==> src/rtl/led_pattern_sequencer.sv <==
// rtl/led_pattern_sequencer.sv - one-hot LED pattern stepper with up/down/ping-pong/hold modes
// Steps on a divided tick, or on a synchronized single-step press while paused.
module led_pattern_sequencer #(
  parameter int unsigned TICK_DIV = 32'd12_500_000,
  parameter int unsigned STATE_W  = 3
) (
  input  logic       CLOCK_50,
  input  logic       RESET_N,
  input  logic [3:0] KEY,
  input  logic [9:0] SW,
  output logic [9:0] LEDR
);

  typedef enum logic [1:0] {
    MODE_UP   = 2'b00,
    MODE_DOWN = 2'b01,
    MODE_PING = 2'b10,
    MODE_HOLD = 2'b11
  } mode_e;

  localparam logic [31:0]        TICK_LAST = 32'(TICK_DIV - 1);
  localparam logic [STATE_W-1:0] S_ZERO    = '0;
  localparam logic [STATE_W-1:0] S_ONE     = STATE_W'(1);
  localparam logic [STATE_W-1:0] S_MAX     = '1;

  logic [1:0]         key_meta_q, key_meta_d;
  logic [1:0]         key_sync_q, key_sync_d;
  logic [1:0]         key_prev_q, key_prev_d;
  logic [2:0]         sw_meta_q,  sw_meta_d;
  logic [2:0]         sw_sync_q,  sw_sync_d;
  logic [31:0]        count_q,    count_d;
  logic [STATE_W-1:0] s_q,        s_d;
  logic               dir_q,      dir_d;

  logic [1:0] press;
  logic       tick;
  logic       paused;
  logic       advance;
  logic       restart;
  mode_e      mode;
  logic [7:0] onehot;
  logic       unused_inputs;

  assign unused_inputs = &{1'b0, KEY[3:2], SW[9:3]};

  always_comb begin
    key_meta_d = KEY[1:0];
    key_sync_d = key_meta_q;
    key_prev_d = key_sync_q;
    sw_meta_d  = SW[2:0];
    sw_sync_d  = sw_meta_q;
  end

  // Keys are active-low, so a press is a synchronized 1 -> 0 transition.
  assign press   = key_prev_q & ~key_sync_q;
  assign restart = press[1];
  assign paused  = sw_sync_q[2];
  assign mode    = mode_e'(sw_sync_q[1:0]);

  assign tick    = (count_q == TICK_LAST);
  assign advance = (tick & ~paused) | (press[0] & paused);

  always_comb begin
    count_d = tick ? 32'd0 : count_q + 32'd1;
  end

  always_comb begin
    s_d   = s_q;
    dir_d = dir_q;
    if (restart) begin
      s_d   = S_ZERO;
      dir_d = 1'b0;
    end else if (advance) begin
      case (mode)
        MODE_UP: begin
          s_d   = s_q + S_ONE;
          dir_d = 1'b0;
        end
        MODE_DOWN: begin
          s_d   = s_q - S_ONE;
          dir_d = 1'b1;
        end
        MODE_PING: begin
          // Bounce at the ends: turn around and take the step back in the same cycle.
          if (!dir_q) begin
            if (s_q == S_MAX) begin
              s_d   = S_MAX - S_ONE;
              dir_d = 1'b1;
            end else begin
              s_d = s_q + S_ONE;
            end
          end else begin
            if (s_q == S_ZERO) begin
              s_d   = S_ONE;
              dir_d = 1'b0;
            end else begin
              s_d = s_q - S_ONE;
            end
          end
        end
        default: begin
          s_d   = s_q;
          dir_d = dir_q;
        end
      endcase
    end
  end

  always_ff @(posedge CLOCK_50 or negedge RESET_N) begin
    if (!RESET_N) begin
      key_meta_q <= 2'b11;
      key_sync_q <= 2'b11;
      key_prev_q <= 2'b11;
      sw_meta_q  <= 3'b000;
      sw_sync_q  <= 3'b000;
      count_q    <= 32'd0;
      s_q        <= S_ZERO;
      dir_q      <= 1'b0;
    end else begin
      key_meta_q <= key_meta_d;
      key_sync_q <= key_sync_d;
      key_prev_q <= key_prev_d;
      sw_meta_q  <= sw_meta_d;
      sw_sync_q  <= sw_sync_d;
      count_q    <= count_d;
      s_q        <= s_d;
      dir_q      <= dir_d;
    end
  end

  // Upper one-hot bits stay zero for narrow STATE_W since s never exceeds its max.
  assign onehot = 8'd1 << s_q;
  assign LEDR   = {dir_q, sw_sync_q[2], onehot};

endmodule

==> config.mk <==
export PLATFORM = sky130hd
export DESIGN_NAME = led_pattern_sequencer
export DESIGN_NICKNAME = d
export VERILOG_FILES = /design/src/rtl/led_pattern_sequencer.sv
export SDC_FILE = /design/constraint.sdc
export NUM_CORES = 1
export LEC_CHECK = 0
export CAP_MARGIN = 20
export CORE_MARGIN = 2
export CORE_UTILIZATION = 55
export CTS_CLUSTER_DIAMETER = 80
export CTS_CLUSTER_SIZE = 10
export DETAILED_ROUTE_END_ITERATION = 10
export GPL_ROUTABILITY_DRIVEN = 0
export HOLD_SLACK_MARGIN = 0.03
export PLACE_DENSITY_LB_ADDON = 0.1
export SLEW_MARGIN = 20
export SYNTH_ARGS = -nofsm -noshare
export SYNTH_HDL_FRONTEND = slang
export SYNTH_SLANG_ARGS = --single-unit
==> constraint.sdc <==
create_clock -name CLOCK_50 -period 2.7 [get_ports CLOCK_50]
set_input_delay 0.675 -clock CLOCK_50 [delete_from_list [all_inputs] [get_ports CLOCK_50]]
set_output_delay 0.675 -clock CLOCK_50 [all_outputs]
set_load 0.01 [all_outputs]
==> results of run 1 <==
worst paths after layout:
kind                              start            to  slack [ns]  cells after the start
max                              s_q[0]       LEDR[0]        0.22                      5
min                        sw_meta_q[0]  sw_sync_q[0]        0.35                      0
max reg2reg                 count_q[24]        s_q[0]        0.48                      5
min reg2reg                sw_meta_q[0]  sw_sync_q[0]        0.35                      0
max in group asynchronous       RESET_N   count_q[21]        1.85                      2
min in group asynchronous       RESET_N         dir_q        0.45                      2
cell type report:
cell class,count,share of cell area (%)
clock buffer,5,2.58
clock inverter,3,1.59
tap,50,2.34
timing repair buffer,20,6.94
multi-input combinational,158,39.6
inverter,12,1.69
sequential,48,45.3
layer usage:
| metal | track usage (%) | vias up | share of wire, % |
|---|---|---|---|
| li1 | - | 800 | - |
| met2 | 31.6 | 35 | 50 |
| met1 | 25.9 | 816 | 45 |
| met5 | 0 | - | 0 |
| met3 | 4.51 | 5 | 3.8 |
| met4 | 6.75 | 0 | 1.4 |
power by group through the flow:
| stage | combinational, W | clock (W) | sequential (W) |
|---|---|---|---|
| 6_report | 0.000161 | 0.000504 | 0.000759 |
| 2_1_floorplan | 0.0000972 | 0 | 0.000764 |
| 5_1_grt | 0.000180 | 0.000551 | 0.000763 |
| 3_5_place_dp | 0.000161 | 0 | 0.000773 |
| 4_1_cts | 0.000162 | 0.000517 | 0.000759 |
| 3_3_place_gp | 0.000154 | 0 | 0.000771 |
worst register-to-register path: cells and delay by family, from the launching register on:
kind | cells | cell delay (ns)
AO/OA/AOI/OAI | 1 | 0.25
flip-flops | 1 | 0.43
multiplexers | 1 | 0.17
AND/OR/NAND/NOR | 3 | 1.24
flip-flops by register name (all words and copies together), names as in the netlist:
signal and count:
count_q 32, s_q 3, sw_meta_q 3, sw_sync_q 3
key_meta_q 2, key_prev_d 2, key_prev_q 2, dir_q 1
cell usage in the layout, fill, tap and decap left out, drive strengths merged, types with 11 or more instances in the layout:
master         count
xor2              16
nand4             12
clkdlybuf4s50     15
ha                11
nor2              23
nand2             20
nand3             11
inv               12
dfrtp             42
xnor2             13
logic make-up (layout without fill, tap and decap cells):
family                     count (synthesis)  in the layout
DFF                                       48             48
muxes                                      5              5
and+or+nand+nor                           97             97
AOI/OAI and AO/OA                         16             16
adders and majority gates                 11             11
xor gates and xnor gates                  29             29
buffers and inverters                     18             40
per-stage QoR:
stage	std cells	power [W]	setup slack, ns
after floorplan	224	0.000861	0.618
after global placement	288	0.000926	0.516
after detailed placement	288	0.000934	0.499
after CTS	296	0.00144	0.224
after global routing	296	0.00149	0.0987
final	296	0.00142	0.223
==> summary.md, run 1 <==
- sky130_fd_sc_hd__dfrtp_1 — count leader, synth
- reg -> out — critical path class
- 4790 µm² — floorplan die area
- 44.9% — area share of the largest cell type after synthesis
- 69.2 µm — Die Wd
- 0.52 ns — Worst path max stage delay
- 1210 µm² — flip-flop and latch area
- 0 — hold buffer count at CTS
- 0.08 ns — clock-pin slew reported for the worst setup and hold paths after clock tree synthesis
- 272 — total number of nets in the final design
- inv_1 > ha_1 > nand2b_1 > inv_1 > clkdlybuf4s50_1 — crit-path cells
- 139 — drt initial violations
- 3 — worst path bufs/invs
- 34 — count of unique library cells instantiated by Yosys
- 0 — count of final setup violators
- 4.05 mm — total wirelength of the detailed-routed design
- 11.3% — share of total power in combinational logic
- 3.04 mm — Post-DP HPWL
- 0 — ANT cells
- 0.668 ns — Worst-Margin Slew
- 0 — number of antenna-violating nets in the routed design
- 4060 µm² — core box area
- 53.3% — proportion of power drawn by flip-flops and latches
- 10.5 µm² — per-instance average area after synthesis
- 49 — maximum number of pins on one net before global-route repair
- 2.14% — share of cell area taken by muxes after synthesis
- 2670 µm² — final standard cell area without fillers
- 0 — Max Transition Viols Final
- 0 — number of enable flip-flop cells after synthesis
- 1060 µm² — multi-input combinational cell area
- 2.48 ns — crit path time final
- 0.30 ns — clock insertion delay at the later pin of the skew report
- 10.8% — post-synthesis xor/xnor area fraction
- 100% — ys async rst share
- 65.8% — Post-Route Utilization
- 224 — number of cells produced by synthesis
- 0.000335 W — Sw Pwr
- sky130_fd_sc_hd__inv_1 — crit-path most repeated cell
- 1,656 — overall via count from detail_route
- 14.0% — Layout area overhead
- sky130_fd_sc_hd__clkbuf_8 — cell chosen for the clock root
- sky130_fd_sc_hd__dfrtp_1 (45%), sky130_fd_sc_hd__dfstp_2 (6.7%), sky130_fd_sc_hd__xor2_1 (6.0%) — top cells by area in the synthesized netlist
- 19.5% — total routing usage reported by global routing
- 0 — final hold violation count
- 26 — I/O pin cnt
- 2.03 ns — required time worst endpoint
- 23 — row cnt
- completed — status
- 7.49 mm — global-route wire length before repair
- sky130_fd_sc_hd__dfrtp_1 — Primary FF master, synth
- built — CTS tree
- 0 — max capacitance violation total
- 0.0100 ns — final worst clock skew
- sky130_fd_sc_hd__dfrtp_1 (42), sky130_fd_sc_hd__nor2_1 (23), sky130_fd_sc_hd__nand2_1 (20) — leading post-synthesis cells by instance count
- 21.9% — simple-gate area share of the yosys netlist
- 5.88% — adder-cell share of the synthesized area
- 1.80 ns — Worst Path Arrival
- sky130_fd_sc_hd__clkdlybuf4s50_1 — slowest CP cell
- 0 — DRC Markers
- flip-flop — startpoint type of the worst setup path
- 8.94% — share of cells above drive strength 1
- 16 — Port-buffer cells
- 1,650 — vias in the first global route
- 319 — number of inserted filler cells in the final layout
- 2560 µm² — total cell area at the placement stage
- 48 — flip-flop and latch count after synthesis
- simple AND/OR/NAND/NOR gates — dominant combinational cell family by area after synthesis
- 1.26 nW — leakage component of the power
- 0 — antenna violations before repair
- 23.5% — Switching Share
- 0.354 ns — Hold WS
- 0 — # resized after CTS
- 251 — synthesized net count
- 534 nW/µm² — areal power density over the cells
- 91.7% — final period utilization
- 0.00109 W — internal power component
- 55.1% — max-slew headroom at the worst pin
- 69.2 µm — height of the die
- 5 — Num CTS Buffers
- 13.7 µm — Avg WL per Cell
- 35.4% — portion of total power attributed to the clock network
- sky130_fd_sc_hd__dfrtp_1 — cell type with the largest total area after synthesis
- 51.6% — sequential area share after synthesis
- 4.38% — compound-gate portion of the synthesized area
- 404 MHz — maximum clock frequency
- 5.59 — via density per instance
- 6 — largest fanout on the critical path
- buffers and inverters — family with the most delay on the worst path
- 0 — number of synthesis warnings
- primary output — kind of end point of the critical path
- 2 — CTS H-tree depth
- 271 µV — peak supply drop
- 2340 µm² — synthesized area
- 57.7% — Initial Util
- 2 — largest buffer count on any clock path
- 4 — Pre-Repair DR Iteration Count
- 0 — buffer count from post-CTS setup fixing
- 0 ns — sum of negative setup slack
- no — RSZ-0062 raised after global routing
- 48 — total clock sinks
- reg -> reg — worst hold path class
- 0 — Remaining Overflow, GRT
(Power assumes the default switching activity.)
==> inputs of run 2 (changes only) <==
CORE_UTILIZATION = 50   (was 55)
clock period = 2.2 ns   (was 2.7 ns; I/O delays follow)
==> summary.md, run 2 (synthesized netlist as in run 1, its figures left out) <==
- 0 — ANT cells, unchanged
- 7.09 mm — global-route wire length before repair, -5.4%
- 0.209 ns — Hold WS, -0.145 ns
- 1,523 — vias in the first global route, -7.7%
- 0.442 ns — Worst-Margin Slew, -0.225 ns
- 1210 µm² — flip-flop and latch area, +0.21%
- 13.5 µm — Avg WL per Cell, -1.7%
- 0 — hold buffer count at CTS, unchanged
- 0 ns — sum of negative setup slack, unchanged
- 0.09 ns — clock-pin slew reported for the worst setup and hold paths after clock tree synthesis, about the same
- sky130_fd_sc_hd__dfrtp_1 (40), sky130_fd_sc_hd__nor2_1 (23), sky130_fd_sc_hd__nand2_1 (20) — most frequent cells in the layout
- 0 — DRC Markers, unchanged
- 26 — I/O pin cnt, unchanged
- 279 — total number of nets in the final design, +2.6%
- 2730 µm² — final standard cell area without fillers, +2.3%
- 72.4 µm — Die Wd, +4.6%
- 16 — Port-buffer cells, unchanged
- 96.0% — final period utilization
- 16.6% — Layout area overhead
- in -> async — worst hold path class
- 0 — max capacitance violation total, unchanged
- 2.92 mm — Post-DP HPWL, -4.0%
- 4 — largest fanout on the critical path, -2
- 0.54 ns — Worst path max stage delay, +0.02 ns
- 72.4 µm — height of the die, +4.6%
- 0.30 ns — clock insertion delay at the later pin of the skew report, about the same
- reg -> out — critical path class
- 32 — flip-flop count of the largest register, all copies and words added, unchanged
- 4440 µm² — core box area, +9.5%
- 1.33 nW — leakage component of the power, +5.3%
- 2.11 ns — crit path time final
- 70.3% — max-slew headroom at the worst pin, +15 points
- 0.00498 ns — final worst clock skew, -0.00505 ns
- built — CTS tree
- 5250 µm² — floorplan die area, +9.4%
- 390 — number of inserted filler cells in the final layout, +22%
- 2 — largest buffer count on any clock path, unchanged
- 1070 µm² — multi-input combinational cell area, +1.4%
- 2600 µm² — total cell area at the placement stage, +1.8%
- 24 — row cnt, +4.3%
- no — RSZ-0062 raised after global routing
- 0 — count of final setup violators, unchanged
- 1.65 ns — required time worst endpoint, -0.38 ns
- 5 — number of cells traversed by the worst register-to-register path, unchanged
- completed — status
- 5.24 — via density per instance, -6.3%
- 61.4% — Post-Route Utilization, -4.3 points
- 0 — number of antenna-violating nets in the routed design, unchanged
- 1,599 — overall via count from detail_route, -3.4%
- 52.7% — Initial Util, -5.0 points
- sky130_fd_sc_hd__clkbuf_8 — cell chosen for the clock root
- count_q — register with the most flip-flops
- 473 MHz — maximum clock frequency
- 0 — Max Transition Viols Final, unchanged
- sky130_fd_sc_hd__clkdlybuf4s50_1 — slowest CP cell
- 0 — antenna violations before repair, unchanged
- 49 — maximum number of pins on one net before global-route repair, unchanged
- 0 — final hold violation count, unchanged
- 0 — Remaining Overflow, GRT, unchanged
- 4.10 mm — total wirelength of the detailed-routed design, +1.3%
- 408 µV — peak supply drop, +51%
- 4 — Pre-Repair DR Iteration Count, unchanged
- 13.4% — share of cells above drive strength 1, +4.5 points
- 77 — drt initial violations, -45%
- primary output — kind of end point of the critical path
- 1.56 ns — Worst Path Arrival, -0.24 ns
- 609 nW/µm² — areal power density over the cells, +14%
- 17.6% — total routing usage reported by global routing, -1.9 points
- 48 — total clock sinks, unchanged
- sky130_fd_sc_hd__dfrtp_1 — most frequent standard cell in the layout excluding fill and tap cells
- 2 — CTS H-tree depth, unchanged
- flip-flop — startpoint type of the worst setup path
- 5 — Num CTS Buffers, unchanged
- 0.0876 ns — PnR worst setup slack, -0.136 ns
- ha_4 > nor2b_1 > clkdlybuf4s50_1 — crit-path cells
- 0.102 ns — Place WS, -0.397 ns
## run 2: cell types whose count changed in the layout (fill, tap and decap cells not counted), moves of 2 or more
cell,delta
sky130_fd_sc_hd__dfrtp_1,-2
sky130_fd_sc_hd__dlygate4sd2_1,+5
sky130_fd_sc_hd__clkdlybuf4s50_1,-6
sky130_fd_sc_hd__buf_4,+6
sky130_fd_sc_hd__dfrtp_2,+2
sky130_fd_sc_hd__ha_1,-2
## run 2: stage by stage
| step | power (W) | std cells |
|---|---|---|
| 2_1_floorplan | 0.00106 | 224 |
| 3_3_place_gp | 0.00114 | 294 |
| 3_5_place_dp | 0.00115 | 294 |
| 4_1_cts | 0.00169 | 305 |
| 5_1_grt | 0.00176 | 305 |
| 6_report | 0.00166 | 305 |
## run 2: critical path: cells and delay by family (launching register included)
family                     cells  cell delay [ns]
buffers and inverters          1             0.54
adders and majority gates      1             0.17
and+or+nand+nor                1             0.13
DFF                            1             0.43
## run 2: worst paths after layout
kind	from	to	slack (ns)
worst max-delay path	s_q[1]	LEDR[3]	0.09
worst min-delay path	RESET_N	count_q[29]	0.21
worst max register to register	count_q[24]	s_q[1]	0.10
worst min register to register	sw_meta_q[1]	sw_sync_q[1]	0.36
max in group asynchronous	RESET_N	key_meta_q[1]	1.70
min in group CLOCK_50	sw_meta_q[1]	sw_sync_q[1]	0.36
## run 2: routing by layer
layer | up-vias | routed length, µm | track usage (%)
met4 | 0 | 68 | 6.17
li1 | 814 | - | -
met1 | 762 | 2140 | 26.8
met5 | - | 0 | 0
met3 | 5 | 98 | 4.17
met2 | 18 | 1800 | 24.8
## run 2: power breakdown
| part | switching [W] | internal, W | leakage [nW] |
|---|---|---|---|
| Clock | 0.000302 | 0.000228 | 0.0485 |
| Sequential | 0.0000253 | 0.000908 | 0.617 |
| Combinational | 0.000103 | 0.0000971 | 0.665 |
## run 2: final cells by class
class                           instances  area share, %
Tap cell                               52           2.38
Multi-Input combinational cell        158           39.2
Timing Repair Buffer                   27           9.03
Clock buffer                            5           2.52
Sequential cell                        48           44.4
Clock inverter                          3          0.825
Inverter                               12           1.65
## run 2: repair_timing
| action | in CTS | in global routing |
|---|---|---|
| gates resized for setup | 8 | 4 |
| endpoints found under the setup margin | 8 | 3 |
| pin swaps | 0 | 0 |
| buffers inserted | 3 | 0 |
==> inputs of run 3 (changes only) <==
CTS_CLUSTER_DIAMETER = default   (was 80)
PLACE_DENSITY = 0.81   (was default)
PLACE_DENSITY_LB_ADDON = default   (was 0.1)
==> summary.md, run 3 (synthesized netlist as in run 1, its figures left out) <==
- 70.5% — max-slew headroom at the worst pin, +0.26 points
- 0 — antenna violations before repair, unchanged
- 5 — number of cells traversed by the worst register-to-register path, unchanged
- 5.46 — via density per instance, +4.1%
- 2 — CTS H-tree depth, unchanged
- 52.7% — Initial Util, unchanged
- 72.4 µm — Die Wd, unchanged
- or4b_1 > or4_4 > nor4_4 > o221ai_2 > mux2i_1 — crit-path cells
- 2.10 ns — crit path time final, -0.00825 ns
- 4 — Pre-Repair DR Iteration Count, unchanged
- 5250 µm² — floorplan die area, unchanged
- 0.00138 W — internal power component, +12%
- 0.30 ns — clock insertion delay at the later pin of the skew report, about the same
- count_q — register with the most flip-flops
- 374 µV — peak supply drop, -8.3%
- s_q[0] — Critical R2R Capture
- 7.39 mm — global-route wire length before repair, +4.3%
- count_q[24] — worst reg2reg startpoint
- 32 — maximum number of pins on one net before global-route repair, -35%
- 0.1 ns — R2R setup slack, about the same
- 0 — Max Transition Viols Final, unchanged
- 0 ns — sum of negative setup slack, unchanged
- yes — RSZ-0062 raised after global routing
- 0 — Remaining Overflow, GRT, unchanged
- 0 — count of final setup violators, unchanged
- 0.08 ns — clock-pin slew reported for the worst setup and hold paths after clock tree synthesis, about the same
- 0 — hold buffer count at CTS, unchanged
- 26 — I/O pin cnt, unchanged
- 3.00 mm — Post-DP HPWL, +2.6%
- 2.37 ns — required time worst endpoint, +0.72 ns
- 5 — Num CTS Buffers, unchanged
- 48 — total clock sinks, unchanged
- 279 — total number of nets in the final design, unchanged
- 11.6% — share of total power in combinational logic, -0.5 points
- 475 MHz — maximum clock frequency, +0.39%
- 0 — max capacitance violation total, unchanged
- 13.7 µm — Avg WL per Cell, +2.0%
- completed — status
- 95.6% — final period utilization, -0.38 points
- flip-flop — startpoint type of the worst setup path
- 16 — Port-buffer cells, unchanged
- 4440 µm² — core box area, unchanged
- 32 — flip-flop count of the largest register, all copies and words added, unchanged
- 1,664 — overall via count from detail_route, +4.1%
- 52.0% — proportion of power drawn by flip-flops and latches, -4.1 points
- 0.52 ns — Worst path max stage delay, -0.02 ns
- 4 — largest fanout on the critical path, unchanged
- 5 — logic depth of the worst path, buffers included, +2
- 24 — row cnt, unchanged
- sky130_fd_sc_hd__dfrtp_1 (40), sky130_fd_sc_hd__nor2_1 (23), sky130_fd_sc_hd__nand2_1 (20) — most frequent cells in the layout
- 0.442 ns — Worst-Margin Slew, -0.000427 ns
- 13.4% — share of cells above drive strength 1, unchanged
- in -> async — worst hold path class
- 2.27 ns — Worst Path Arrival, +0.71 ns
- 1,609 — vias in the first global route, +5.6%
- built — CTS tree
- 0 — worst path bufs/invs, -1
- reg -> reg — critical path class
- 650 nW/µm² — areal power density over the cells, +6.7%
- 0 — final hold violation count, unchanged
- 0 — number of antenna-violating nets in the routed design, unchanged
- 72.4 µm — height of the die, unchanged
- sky130_fd_sc_hd__dfrtp_1 — most frequent standard cell in the layout excluding fill and tap cells
- 0.00515 ns — final worst clock skew, +0.000166 ns
- flip-flop — kind of end point of the critical path
- sky130_fd_sc_hd__or4b_1 — slowest CP cell
- 36.4% — portion of total power attributed to the clock network, +4.6 points
- 18.2% — total routing usage reported by global routing, +0.53 points
- 0 — ANT cells, unchanged
- 18.0% — Layout area overhead
- 77 — drt initial violations, unchanged
- 1.36 nW — leakage component of the power, +2.3%
- 0 — DRC Markers, unchanged
- 23.2% — Switching Share, -2.7 points
- 2 — largest buffer count on any clock path, unchanged
- 0.186 ns — Hold WS, -0.0231 ns
- sky130_fd_sc_hd__clkbuf_8 — cell chosen for the clock root
- 4.19 mm — total wirelength of the detailed-routed design, +2.0%
- 0.000416 W — Sw Pwr, -3.3%
- simple AND/OR/NAND/NOR gates — family with the most delay on the worst path
-- run 3: cell count changes in the layout (fill, tap and decap cells not counted) --
cell | before | now
sky130_fd_sc_hd__bufinv_16 | 0 | 1
sky130_fd_sc_hd__clkdlybuf4s50_1 | 9 | 8
sky130_fd_sc_hd__dlymetal6s2s_1 | 1 | 2
sky130_fd_sc_hd__clkbuf_8 | 5 | 6
sky130_fd_sc_hd__clkinv_2 | 1 | 0
sky130_fd_sc_hd__inv_6 | 1 | 0
-- run 3: worst reg2reg max path: cells and delay by family (launching register included) --
family,cells,cell delay [ns]
DFF,1,0.38
and+or+nand+nor,3,1.19
muxes,1,0.17
AOI/OAI and AO/OA,1,0.23
-- run 3: what timing repair did --
action / 4_1_cts / 5_1_grt
endpoints found under the setup margin: 8 / 4
resized for setup: 8 / 5
hold endpoints to repair: 0 / 0
setup buffers: 3 / 0
-- run 3: area by class of cell --
| type | instances | area, µm² |
|---|---|---|
| Tap cell | 52 | 65.1 |
| Timing Repair Buffer | 27 | 249 |
| Clock buffer | 6 | 82.6 |
| Multi-Input combinational cell | 158 | 1070 |
| Inverter | 12 | 45.0 |
| Sequential cell | 48 | 1210 |
| Fill cell | 366 | 1680 |
| Clock inverter | 2 | 38.8 |
-- run 3: routing by layer --
| layer | part of all wire, % | vias to the layer above | track usage (%) |
|---|---|---|---|
| met5 | 0 | - | 0 |
| met4 | 1.5 | 0 | 7.00 |
| met3 | 3.4 | 6 | 4.17 |
| met2 | 50 | 30 | 28.7 |
| met1 | 46 | 808 | 24.6 |
| li1 | - | 820 | - |
-- run 3: power groups by stage --
stage                     combinational (W)  sequential (W)  clock [W]
after floorplan                    0.000119        0.000938          0
after global placement             0.000193        0.000947          0
after detailed placement           0.000198        0.000949          0
after CTS                          0.000208        0.000929   0.000669
after global routing               0.000235        0.000938   0.000709
final                              0.000209        0.000934   0.000653
-- run 3: per-stage QoR --
| stage | instance area [µm²] | power, W | cells | worst slack, ns | util (%) |
|---|---|---|---|---|---|
| 2_1_floorplan | 2340 | 0.00106 | 224 | 0.118 | - |
| 3_3_place_gp | 2600 | 0.00114 | 294 | 0.112 | 58.6 |
| 3_5_place_dp | 2600 | 0.00115 | 294 | 0.111 | 58.6 |
| 4_1_cts | 2740 | 0.00181 | 305 | 0.00266 | 61.7 |
| 5_1_grt | 2760 | 0.00188 | 305 | -0.000371 | 62.2 |
| 6_report | 2760 | 0.00180 | 305 | 0.0959 | 62.2 |
-- run 3: worst max-delay path by stage --
stage                startpoint      end
floorplan           count_q[24]    dir_q
detailed placement  count_q[24]   s_q[2]
global placement    count_q[24]   s_q[2]
CTS                      s_q[1]  LEDR[2]
finish              count_q[24]   s_q[0]
global route        count_q[24]   s_q[0]
